## src/rtl/sort_arbiter.sv

```systemverilog
// -----------------------------------------------------------------------------
// sort_arbiter
//
// Shares one sorter between two requesters. A job word is taken from the
// granted requester (round-robin), launched to the sorter, and the sorter's
// completion (a rising edge of sort_done) or a timeout produces one delivered
// result tagged with the owning requester index.
//
// Ports
//   clk, rst                  clock, asynchronous active-high reset
//   req0/req1, data0/data1    requester job request (level) and job word
//   ack0/ack1                 one-cycle pulse: job word captured
//   sort_start, sort_data     launch pulse and job word towards the sorter
//   sort_result, sort_done    sorter result word and completion level
//   result, result_valid      delivered result word and its one-cycle qualifier
//   result_id, result_err     owning requester index, timeout flag
//   busy                      high whenever the FSM is not idle
//   jobs_done                 count of error-free deliveries (wraps)
// -----------------------------------------------------------------------------
module sort_arbiter #(
    parameter int DW      = 32,
    parameter int TIMEOUT = 64,
    parameter int CW      = 16
) (
    input  logic          clk,
    input  logic          rst,
    input  logic          req0,
    input  logic          req1,
    input  logic [DW-1:0] data0,
    input  logic [DW-1:0] data1,
    output logic          ack0,
    output logic          ack1,
    output logic          sort_start,
    output logic [DW-1:0] sort_data,
    input  logic [DW-1:0] sort_result,
    input  logic          sort_done,
    output logic [DW-1:0] result,
    output logic          result_valid,
    output logic          result_id,
    output logic          result_err,
    output logic          busy,
    output logic [CW-1:0] jobs_done
);

    // Counter holds 0 .. TIMEOUT-1.
    localparam int CNTW = (TIMEOUT > 1) ? $clog2(TIMEOUT) : 1;
    localparam logic [CNTW-1:0] CNT_LAST = CNTW'(TIMEOUT - 1);

    typedef enum logic [1:0] {
        ST_IDLE    = 2'd0,
        ST_LAUNCH  = 2'd1,
        ST_WAIT    = 2'd2,
        ST_DELIVER = 2'd3
    } state_t;

    state_t          state_q;
    logic            last_q;       // index granted most recently
    logic            id_q;         // index owning the job in flight
    logic [CNTW-1:0] cnt_q;
    logic            done_q;       // previous-cycle copy of sort_done
    logic            ack0_q;
    logic            ack1_q;
    logic            start_q;
    logic [DW-1:0]   sort_data_q;
    logic [DW-1:0]   result_q;
    logic            valid_q;
    logic            rid_q;
    logic            err_q;
    logic            busy_q;
    logic [CW-1:0]   jobs_q;

    logic            grant_id_d;
    logic            done_rise_s;

    // Round-robin pick: a lone request wins; on contention the requester not
    // granted last wins.
    always_comb begin
        grant_id_d = 1'b0;
        if (req0 && req1) begin
            grant_id_d = ~last_q;
        end else if (req1) begin
            grant_id_d = 1'b1;
        end else begin
            grant_id_d = 1'b0;
        end
    end

    // A done level left over from an earlier job has no rising edge, so it
    // cannot complete the current one.
    assign done_rise_s = sort_done & ~done_q;

    // Job FSM with all outputs registered.
    always_ff @(posedge clk or posedge rst) begin
        if (rst) begin
            state_q     <= ST_IDLE;
            last_q      <= 1'b1;      // req0 wins the first contention
            id_q        <= 1'b0;
            cnt_q       <= '0;
            done_q      <= 1'b0;
            ack0_q      <= 1'b0;
            ack1_q      <= 1'b0;
            start_q     <= 1'b0;
            sort_data_q <= '0;
            result_q    <= '0;
            valid_q     <= 1'b0;
            rid_q       <= 1'b0;
            err_q       <= 1'b0;
            busy_q      <= 1'b0;
            jobs_q      <= '0;
        end else begin
            done_q <= sort_done;
            case (state_q)
                ST_IDLE: begin
                    if (req0 || req1) begin
                        state_q     <= ST_LAUNCH;
                        id_q        <= grant_id_d;
                        last_q      <= grant_id_d;
                        sort_data_q <= grant_id_d ? data1 : data0;
                        ack0_q      <= ~grant_id_d;
                        ack1_q      <= grant_id_d;
                        start_q     <= 1'b1;
                        busy_q      <= 1'b1;
                    end else begin
                        state_q <= ST_IDLE;
                    end
                end
                ST_LAUNCH: begin
                    ack0_q  <= 1'b0;
                    ack1_q  <= 1'b0;
                    start_q <= 1'b0;
                    cnt_q   <= '0;
                    state_q <= ST_WAIT;
                end
                ST_WAIT: begin
                    // Completion is checked first so it wins a tie with the timeout.
                    if (done_rise_s) begin
                        result_q <= sort_result;
                        err_q    <= 1'b0;
                        valid_q  <= 1'b1;
                        rid_q    <= id_q;
                        jobs_q   <= jobs_q + CW'(1);
                        state_q  <= ST_DELIVER;
                    end else if (cnt_q == CNT_LAST) begin
                        result_q <= '0;
                        err_q    <= 1'b1;
                        valid_q  <= 1'b1;
                        rid_q    <= id_q;
                        state_q  <= ST_DELIVER;
                    end else begin
                        cnt_q <= cnt_q + CNTW'(1);
                    end
                end
                ST_DELIVER: begin
                    valid_q <= 1'b0;
                    err_q   <= 1'b0;
                    busy_q  <= 1'b0;
                    state_q <= ST_IDLE;
                end
                default: begin
                    ack0_q  <= 1'b0;
                    ack1_q  <= 1'b0;
                    start_q <= 1'b0;
                    valid_q <= 1'b0;
                    err_q   <= 1'b0;
                    busy_q  <= 1'b0;
                    state_q <= ST_IDLE;
                end
            endcase
        end
    end

    assign ack0         = ack0_q;
    assign ack1         = ack1_q;
    assign sort_start   = start_q;
    assign sort_data    = sort_data_q;
    assign result       = result_q;
    assign result_valid = valid_q;
    assign result_id    = rid_q;
    assign result_err   = err_q;
    assign busy         = busy_q;
    assign jobs_done    = jobs_q;

endmodule

```

## config.mk

```make
export PLATFORM = sky130hd
export DESIGN_NAME = sort_arbiter
export DESIGN_NICKNAME = d
export VERILOG_FILES = /design/src/rtl/sort_arbiter.sv
export SDC_FILE = /design/constraint.sdc
export NUM_CORES = 1
export LEC_CHECK = 0
export ABC_AREA = 1
export ABC_CLOCK_PERIOD_IN_PS = 5900
export CAP_MARGIN = 20
export CORE_ASPECT_RATIO = 0.9
export CORE_UTILIZATION = 47
export CTS_BUF_LIST = sky130_fd_sc_hd__clkbuf_4
export DETAILED_ROUTE_END_ITERATION = 8
export PLACE_DENSITY = 0.95
export REMOVE_ABC_BUFFERS = 1
export SLEW_MARGIN = 20
export SYNTH_ARGS = -nofsm -noshare
export SYNTH_HDL_FRONTEND = slang
export SYNTH_SLANG_ARGS = --single-unit
```

## constraint.sdc

```tcl
create_clock -name clk -period 5.9 [get_ports clk]
set_clock_uncertainty 0.15 [all_clocks]
set_input_delay 1.475 -clock clk [delete_from_list [all_inputs] [get_ports clk]]
set_output_delay 1.475 -clock clk [all_outputs]
set_load 0.05 [all_outputs]
```

==> results of run 1 <==
==> final cells by class <==
| type | instances | area, um^2 |
|---|---|---|
| Inverter | 35 | 134 |
| Clock inverter | 6 | 57.6 |
| Clock buffer | 10 | 75.1 |
| Timing Repair Buffer | 189 | 1890 |
| Sequential cell | 98 | 2450 |
| Multi-Input combinational cell | 350 | 1660 |
| Fill cell | 615 | 2350 |
| Tap cell | 119 | 149 |
==> cell families (layout without fill, tap and decap cells) <==
family / count (synthesis) / count (layout) / synth area share
and+or+nand+nor: 249 / 249 / 0.235
DFF: 98 / 98 / 0.563
AOI/OAI and AO/OA: 83 / 83 / 0.103
buffers and inverters: 54 / 240 / 0.0577
xor gates and xnor gates: 12 / 12 / 0.0241
adders and majority gates: 6 / 6 / 0.0172
==> layer usage <==
layer	vias up	wire (um)	GRT usage
met5	-	0	0
li1	1959	-	-
met4	0	319	0.103
met3	24	841	0.0537
met1	1894	4860	0.302
met2	210	5700	0.422
==> report_power, final <==
part           switching (uW)  internal (uW)
registers                 175            943
clock network             210            132
logic                    1370            645
total                    1750           1720
==> metrics by stage <==
| step | area [um^2] | worst slack [ps] | hold slack [ps] | util |
|---|---|---|---|---|
| floorplan | 4240 | 1710 | 298 | - |
| global placement | 6280 | 1940 | 305 | 0.716 |
| detailed placement | 6280 | 1790 | 307 | 0.716 |
| CTS | 6410 | 2250 | 340 | 0.731 |
| global route | 6410 | 2490 | 359 | 0.731 |
| finish | 6410 | 2550 | 338 | 0.731 |
==> path summary, 6_finish.rpt <==
| check | startpoint | endpoint | cells after the start | slack (ps) |
|---|---|---|---|---|
| setup reg to reg | state_q[0] | jobs_done[2] | 6 | 3690 |
| max in group asynchronous | rst | result[28] | 3 | 3230 |
| hold / removal | result[13] | result[13] | 2 | 340 |
| setup / recovery | jobs_done[9] | jobs_done[9] | 1 | 2550 |
| min in group asynchronous | rst | jobs_done[3] | 2 | 1320 |
| hold reg to reg | result[13] | result[13] | 2 | 340 |
==> layout by cell type (no fill, tap or decap) <==
| cell | instances |
|---|---|
| sky130_fd_sc_hd__nor2_4 | 2 |
| sky130_fd_sc_hd__bufinv_16 | 1 |
| sky130_fd_sc_hd__a31o_2 | 1 |
| sky130_fd_sc_hd__clkinv_2 | 3 |
| sky130_fd_sc_hd__o21ai_4 | 1 |
| sky130_fd_sc_hd__nor2_2 | 1 |
| sky130_fd_sc_hd__xnor2_1 | 5 |
| sky130_fd_sc_hd__inv_2 | 3 |
| sky130_fd_sc_hd__ha_1 | 6 |
| sky130_fd_sc_hd__nand3b_1 | 1 |
| sky130_fd_sc_hd__clkbuf_4 | 10 |
| sky130_fd_sc_hd__o21ai_0 | 57 |
| sky130_fd_sc_hd__nor2_1 | 40 |
| sky130_fd_sc_hd__xor2_1 | 7 |
| sky130_fd_sc_hd__nand2_2 | 2 |
| sky130_fd_sc_hd__nand4_1 | 5 |
| sky130_fd_sc_hd__o211ai_2 | 1 |
| sky130_fd_sc_hd__clkinv_4 | 1 |
| sky130_fd_sc_hd__clkdlybuf4s50_1 | 187 |
| sky130_fd_sc_hd__nand2_4 | 1 |
| sky130_fd_sc_hd__nand3_2 | 1 |
| sky130_fd_sc_hd__o21ai_2 | 1 |
| sky130_fd_sc_hd__o21bai_1 | 1 |
| sky130_fd_sc_hd__o21ai_1 | 15 |
| sky130_fd_sc_hd__dfrtp_1 | 97 |
| sky130_fd_sc_hd__buf_4 | 2 |
| sky130_fd_sc_hd__clkinv_1 | 1 |
| sky130_fd_sc_hd__inv_4 | 1 |
| sky130_fd_sc_hd__o211ai_1 | 1 |
| sky130_fd_sc_hd__dfstp_2 | 1 |
| sky130_fd_sc_hd__nand2_1 | 175 |
| sky130_fd_sc_hd__nand3_1 | 15 |
| sky130_fd_sc_hd__nor3_1 | 4 |
| sky130_fd_sc_hd__nand3_4 | 1 |
| sky130_fd_sc_hd__or2_2 | 1 |
| sky130_fd_sc_hd__a21oi_1 | 2 |
| sky130_fd_sc_hd__inv_1 | 31 |
| sky130_fd_sc_hd__o22ai_1 | 3 |
==> flip-flops by register name, summed over array words and instances, names as in the netlist, 2 cells and up <==
register / cells
cnt_q: 6
jobs_done: 16
result: 32
sort_data: 32
state_q: 2
==> synth_stat cells, types with 2 or more instances <==
library cell and instances:
sky130_fd_sc_hd__clkbuf_1 2, sky130_fd_sc_hd__xnor2_1 5, sky130_fd_sc_hd__buf_6 3, sky130_fd_sc_hd__ha_1 6
sky130_fd_sc_hd__a21oi_1 2, sky130_fd_sc_hd__nand3_1 15, sky130_fd_sc_hd__xor2_1 7, sky130_fd_sc_hd__clkbuf_2 2
sky130_fd_sc_hd__nand4_1 5, sky130_fd_sc_hd__buf_2 11, sky130_fd_sc_hd__o21ai_0 57, sky130_fd_sc_hd__o22ai_1 3
sky130_fd_sc_hd__nor2_4 2, sky130_fd_sc_hd__inv_1 32, sky130_fd_sc_hd__dfrtp_1 97, sky130_fd_sc_hd__nand2_1 176
sky130_fd_sc_hd__nor2_1 40, sky130_fd_sc_hd__o21ai_1 15, sky130_fd_sc_hd__nor3_1 4, sky130_fd_sc_hd__inv_2 3
==> impl_metrics.prom, run 1 <==
# TYPE chip_impl_metric gauge
chip_impl_info{name="run_status",value="completed"} 1
chip_impl_metric{name="synthesis.instances",unit=""} 502
chip_impl_metric{name="irDropWorstVdd",unit="mV"} 0.350
chip_impl_info{name="rsz0062_at_grt",value="no"} 1
chip_impl_metric{name="synth_area",unit="mm^2"} 0.00436
chip_impl_info{name="synth.top_cells.by_area",value="sky130_fd_sc_hd__dfrtp_1, sky130_fd_sc_hd__nand2_1, sky130_fd_sc_hd__o21ai_0, sky130_fd_sc_hd__nor2_1, sky130_fd_sc_hd__inv_1"} 1
chip_impl_metric{name="syn_avg_cell_area",unit="um^2"} 8.69
chip_impl_info{name="worst_path_top_cell_family_by_delay",value="buffers and inverters"} 1
chip_impl_metric{name="cts_sinks",unit=""} 98
chip_impl_metric{name="die_area",unit="mm^2"} 0.00967
chip_impl_info{name="timing.critical_path.cells",value="clkdlybuf4s50_1"} 1
chip_impl_metric{name="power_per_cell_area",unit="mW/mm^2"} 542
chip_impl_metric{name="clockBufferDepth",unit=""} 2
chip_impl_metric{name="buffer_ports.inserted",unit=""} 187
chip_impl_metric{name="fin_crit_sh",unit=""} 0.567
chip_impl_metric{name="netlist-cell-type-count",unit=""} 35
chip_impl_info{name="synth_top_flop_cell",value="sky130_fd_sc_hd__dfrtp_1"} 1
chip_impl_metric{name="grt_antenna_before_repair",unit=""} 0
chip_impl_metric{name="layout_min_cycle_time",unit="ps"} 3350
chip_impl_metric{name="critical_path.max_fanout",unit=""} 4
chip_impl_metric{name="grt_pass1_wl",unit="mm"} 18.8
chip_impl_metric{name="grt_start_max_net_pins",unit=""} 53
chip_impl_metric{name="power.leakage",unit="uW"} 0.00301
chip_impl_metric{name="post_layout_nonfiller_instances",unit=""} 807
chip_impl_metric{name="num_ports",unit=""} 188
chip_impl_metric{name="synth-edff-count",unit=""} 0
chip_impl_metric{name="clk_latency",unit="ps"} 420
chip_impl_metric{name="total_number_of_vias",unit=""} 4087
chip_impl_metric{name="worst_path_largest_cell_delay",unit="ps"} 860
chip_impl_metric{name="die-height",unit="um"} 93.4
chip_impl_metric{name="slew_headroom",unit=""} 0.570
chip_impl_metric{name="htree_levels",unit=""} 3
chip_impl_metric{name="fmax",unit="MHz"} 299
chip_impl_metric{name="final_max_slew_viol_count",unit=""} 0
chip_impl_metric{name="die_w",unit="um"} 104
chip_impl_metric{name="grt_pass1_vias",unit=""} 4025
chip_impl_metric{name="dp_hpwl",unit="mm"} 8.70
chip_impl_metric{name="dr.first_iter.drc_count",unit=""} 195
chip_impl_metric{name="drv_cap",unit=""} 0
chip_impl_metric{name="firstDrtPassIters",unit=""} 5
chip_impl_metric{name="required",unit="ps"} 4280
chip_impl_info{name="hold_path_class",value="flop to flop"} 1
chip_impl_metric{name="netlist.area_leader.share",unit=""} 0.557
chip_impl_metric{name="drcViolationCount",unit=""} 0
chip_impl_metric{name="cts_made_buffers",unit=""} 9
chip_impl_metric{name="crit_buf_inv",unit=""} 1
chip_impl_info{name="synth_largest_area_cell",value="sky130_fd_sc_hd__dfrtp_1"} 1
chip_impl_metric{name="ctsResizeCount",unit=""} 0
chip_impl_metric{name="synth-seq-area-share",unit=""} 0.563
chip_impl_metric{name="floorplan.initialDensity",unit=""} 0.497
chip_impl_metric{name="crit_arrival",unit="ps"} 1720
chip_impl_metric{name="asyncSetResetFlopFracSynth",unit=""} 1.00
chip_impl_metric{name="worst_slew_pin_slew",unit="ps"} 642
chip_impl_metric{name="synth.ff_latch_count",unit=""} 98
chip_impl_info{name="startpoint_type",value="flop"} 1
chip_impl_metric{name="timing.setup.tns",unit="ps"} 0
chip_impl_info{name="crit_path_end_kind",value="output port"} 1
chip_impl_metric{name="nNetsFinal",unit=""} 790
chip_impl_metric{name="cts_post_setup_buffers_inserted",unit=""} 0
chip_impl_metric{name="worst_setup_hold_path_clk_slew",unit="ps"} 160
chip_impl_metric{name="row_count",unit=""} 32
chip_impl_metric{name="post_drt_via_cell_ratio",unit=""} 5.06
chip_impl_metric{name="placed_cells",unit=""} 791
chip_impl_metric{name="core_region_area",unit="mm^2"} 0.00877
chip_impl_info{name="clock-root-buffer",value="sky130_fd_sc_hd__clkbuf_4"} 1
chip_impl_metric{name="grt_util_all_layers",unit=""} 0.245
chip_impl_metric{name="place_congestion",unit=""} 0.875
chip_impl_metric{name="area_growth_syn_to_layout",unit="%"} 47.1
chip_impl_metric{name="avg_wl_per_cell",unit="um"} 14.5
chip_impl_metric{name="setup_violations",unit=""} 0
chip_impl_info{name="critical-path-slowest-cell",value="sky130_fd_sc_hd__clkdlybuf4s50_1"} 1
chip_impl_metric{name="grt.overflow.total",unit=""} 0
chip_impl_metric{name="power",unit="uW"} 3470
chip_impl_info{name="timing.setup.critical_path_class",value="flop to output port"} 1
chip_impl_metric{name="yosys_warnings",unit=""} 0
chip_impl_metric{name="hold_buffers",unit=""} 0
chip_impl_metric{name="layout-drive-gt1-share",unit=""} 0.0509
chip_impl_metric{name="final_hold_viol_count",unit=""} 0
chip_impl_metric{name="drt-total-wl",unit="mm"} 11.7
chip_impl_metric{name="antennaDiodeCount",unit=""} 0
chip_impl_info{name="cts_tree",value="yes"} 1
chip_impl_metric{name="route.antenna.remaining_nets",unit=""} 0
Note: power is estimated with default switching activity, not from simulation.
==> run 2, diff against run 1 <==
--- a/config.mk
+++ b/config.mk
@@ -6,13 +6,13 @@
 export NUM_CORES = 1
 export LEC_CHECK = 0
 export ABC_AREA = 1
-export ABC_CLOCK_PERIOD_IN_PS = 5900
+export ABC_CLOCK_PERIOD_IN_PS = 3250
 export CAP_MARGIN = 20
 export CORE_ASPECT_RATIO = 0.9
-export CORE_UTILIZATION = 47
+export CORE_UTILIZATION = 44
 export CTS_BUF_LIST = sky130_fd_sc_hd__clkbuf_4
 export DETAILED_ROUTE_END_ITERATION = 8
-export PLACE_DENSITY = 0.95
+export PLACE_DENSITY = 0.91
 export REMOVE_ABC_BUFFERS = 1
 export SLEW_MARGIN = 20
 export SYNTH_ARGS = -nofsm -noshare
==> constraint.sdc (replaced) <==
create_clock -name clk -period 3.25 [get_ports clk]
set_clock_uncertainty 0.15 [all_clocks]
set_input_delay 0.8125 -clock clk [delete_from_list [all_inputs] [get_ports clk]]
set_output_delay 0.8125 -clock clk [all_outputs]
set_load 0.05 [all_outputs]
==> run 2 against run 1 <==
Flip-flop and latch count unchanged. Clock power increased by 71%. Cell area increased by 0.16%. Critical path depth did not move. Sequential power increased by 80%.
==> impl_metrics.prom, run 2 (synthesis results as in run 1) <==
# TYPE chip_impl_metric gauge
chip_impl_metric{name="floorplan.initialDensity",unit=""} 0.452
chip_impl_metric{name="die_w",unit="um"} 107
chip_impl_metric{name="area_growth_syn_to_layout",unit="%"} 47.3
chip_impl_metric{name="multi_input_comb_area",unit="mm^2"} 0.00166
chip_impl_metric{name="clockBufferDepth",unit=""} 2
chip_impl_info{name="min_delay_worst_endpoint",value="result[3]"} 1
chip_impl_metric{name="grt_pass1_wl",unit="mm"} 18.4
chip_impl_metric{name="final_max_slew_viol_count",unit=""} 0
chip_impl_info{name="critical-path-slowest-cell",value="sky130_fd_sc_hd__clkdlybuf4s50_1"} 1
chip_impl_info{name="startpoint_type",value="flop"} 1
chip_impl_info{name="timing.critical_path.cells",value="clkdlybuf4s50_1"} 1
chip_impl_info{name="timing.setup.critical_path_class",value="flop to output port"} 1
chip_impl_metric{name="hold_slack",unit="ps"} 339
chip_impl_metric{name="post_drt_via_cell_ratio",unit=""} 5.02
chip_impl_metric{name="num_ports",unit=""} 188
chip_impl_metric{name="die-height",unit="um"} 96.4
chip_impl_metric{name="regToRegSetupSlack",unit="ps"} 1070
chip_impl_metric{name="required",unit="ps"} 2290
chip_impl_metric{name="final_hold_viol_count",unit=""} 0
chip_impl_info{name="cts_tree",value="yes"} 1
chip_impl_metric{name="grt_antenna_before_repair",unit=""} 0
chip_impl_metric{name="cts_made_buffers",unit=""} 9
chip_impl_info{name="worstHoldStart",value="result[3]"} 1
chip_impl_metric{name="regArea",unit="mm^2"} 0.00245
chip_impl_metric{name="worst_setup_hold_path_clk_slew",unit="ps"} 160
chip_impl_info{name="final_common_cell",value="sky130_fd_sc_hd__clkdlybuf4s50_1"} 1
chip_impl_metric{name="worst_path_largest_cell_delay",unit="ps"} 840
chip_impl_metric{name="cts_post_setup_buffers_inserted",unit=""} 0
chip_impl_info{name="crit_path_end_kind",value="output port"} 1
chip_impl_info{name="final_cell_mix",value="sky130_fd_sc_hd__clkdlybuf4s50_1, sky130_fd_sc_hd__nand2_1, sky130_fd_sc_hd__dfrtp_1"} 1
chip_impl_metric{name="grt_pass1_vias",unit=""} 4012
chip_impl_metric{name="fin_crit_sh",unit=""} 0.832
chip_impl_metric{name="post-route-cell-area",unit="mm^2"} 0.00642
chip_impl_info{name="worst_path_top_cell_family_by_delay",value="buffers and inverters"} 1
chip_impl_metric{name="crit_buf_inv",unit=""} 1
chip_impl_metric{name="nFillCells",unit=""} 695
chip_impl_metric{name="worst_slack",unit="ps"} 546
chip_impl_info{name="regToRegEndpoint",value="jobs_done[2]"} 1
chip_impl_metric{name="slew_headroom",unit=""} 0.629
chip_impl_metric{name="irDropWorstVdd",unit="mV"} 0.581
chip_impl_info{name="run_status",value="completed"} 1
chip_impl_metric{name="r2r_depth",unit=""} 6
chip_impl_metric{name="drv_cap",unit=""} 0
chip_impl_metric{name="dp_hpwl",unit="mm"} 8.52
chip_impl_metric{name="layout-drive-gt1-share",unit=""} 0.0508
chip_impl_metric{name="worst_slew_pin_slew",unit="ps"} 555
chip_impl_metric{name="critical_path.max_fanout",unit=""} 4
chip_impl_metric{name="nNetsFinal",unit=""} 791
chip_impl_metric{name="avg_wl_per_cell",unit="um"} 14.3
chip_impl_metric{name="power_per_cell_area",unit="mW/mm^2"} 976
chip_impl_info{name="hold_path_class",value="flop to flop"} 1
chip_impl_metric{name="htree_levels",unit=""} 3
chip_impl_metric{name="place_congestion",unit=""} 0.790
chip_impl_metric{name="row_count",unit=""} 34
chip_impl_metric{name="setup_violations",unit=""} 0
chip_impl_metric{name="firstDrtPassIters",unit=""} 5
chip_impl_metric{name="die_area",unit="mm^2"} 0.0103
chip_impl_metric{name="hold_buffers",unit=""} 0
chip_impl_metric{name="power.leakage",unit="uW"} 0.00300
chip_impl_metric{name="whs_path_depth",unit=""} 2
chip_impl_metric{name="ctsResizeCount",unit=""} 0
chip_impl_metric{name="total_number_of_vias",unit=""} 4093
chip_impl_metric{name="grt_util_all_layers",unit=""} 0.230
chip_impl_metric{name="drt-total-wl",unit="mm"} 11.7
chip_impl_info{name="rsz0062_at_grt",value="no"} 1
chip_impl_metric{name="grt.overflow.total",unit=""} 0
chip_impl_metric{name="core_region_area",unit="mm^2"} 0.00966
chip_impl_info{name="clock-root-buffer",value="sky130_fd_sc_hd__clkbuf_4"} 1
chip_impl_info{name="regToRegStartpoint",value="state_q[0]"} 1
chip_impl_metric{name="dr.first_iter.drc_count",unit=""} 168
chip_impl_metric{name="clk_latency",unit="ps"} 440
chip_impl_metric{name="postLayoutCoreUtil",unit=""} 0.665
chip_impl_metric{name="crit_arrival",unit="ps"} 1740
chip_impl_metric{name="fmax",unit="MHz"} 370
chip_impl_metric{name="grt_start_max_net_pins",unit=""} 66
chip_impl_metric{name="postPlaceCellArea",unit="mm^2"} 0.00631
chip_impl_metric{name="layout_min_cycle_time",unit="ps"} 2700
chip_impl_metric{name="antennaDiodeCount",unit=""} 0
chip_impl_metric{name="detailedPlace.worstSlack",unit="ps"} 677
chip_impl_metric{name="cts_sinks",unit=""} 98
chip_impl_metric{name="drcViolationCount",unit=""} 0
chip_impl_metric{name="buffer_ports.inserted",unit=""} 187
chip_impl_metric{name="route.antenna.remaining_nets",unit=""} 0
## run 2: cell count changes in the layout (fill, tap and decap cells not counted), sizes merged
cell,previous run,this run
clkinv,5,3
clkinvlp,0,2
buf,2,3
bufinv,1,0
inv,35,36
## run 2: how the worst max path moves through the flow
stage / startpoint / endpoint / cells after the start
final: jobs_done[4] / jobs_done[4] / 1
after global routing: jobs_done[6] / jobs_done[6] / 1
after CTS: jobs_done[0] / jobs_done[0] / 1
after detailed placement: sort_done / jobs_done[2] / 5
after global placement: sort_done / jobs_done[2] / 5
after floorplan: rst / ack0 / 1
## run 2: area by class of cell
cell class	instances	area share
Sequential cell	98	0.382
Timing Repair Buffer	190	0.297
Multi-Input combinational cell	350	0.258
Tap cell	126	0.0245
Inverter	35	0.0208
Clock buffer	10	0.0117
Clock inverter	6	0.00643
## run 2: per-stage QoR
stage | cells | setup TNS, ps | total power [uW]
2_1_floorplan | 483 | -26470 | 4350
3_3_place_gp | 799 | 0 | 5600
3_5_place_dp | 799 | 0 | 5720
4_1_cts | 815 | 0 | 6300
5_1_grt | 815 | 0 | 6650
6_report | 815 | 0 | 6270
## run 2: metal layers
layer	track usage	wire (um)	vias up
met3	0.0651	920	15
met5	0	0	-
met2	0.404	5810	187
met4	0.0879	132	0
li1	-	-	1959
met1	0.271	4800	1932
## run 2: report_power, final
part           switching (uW)  internal, uW
registers                 309          1710
logic                    2490          1170
clock network             418           167
## run 2: worst register-to-register path: cells and delay by family (launching register included)
kind | cells | cell delay (ps)
buffers and inverters | 2 | 560
flip-flops | 1 | 440
adder cells (fa/ha/maj) | 1 | 410
AND/OR/NAND/NOR | 2 | 360
XOR/XNOR | 1 | 160
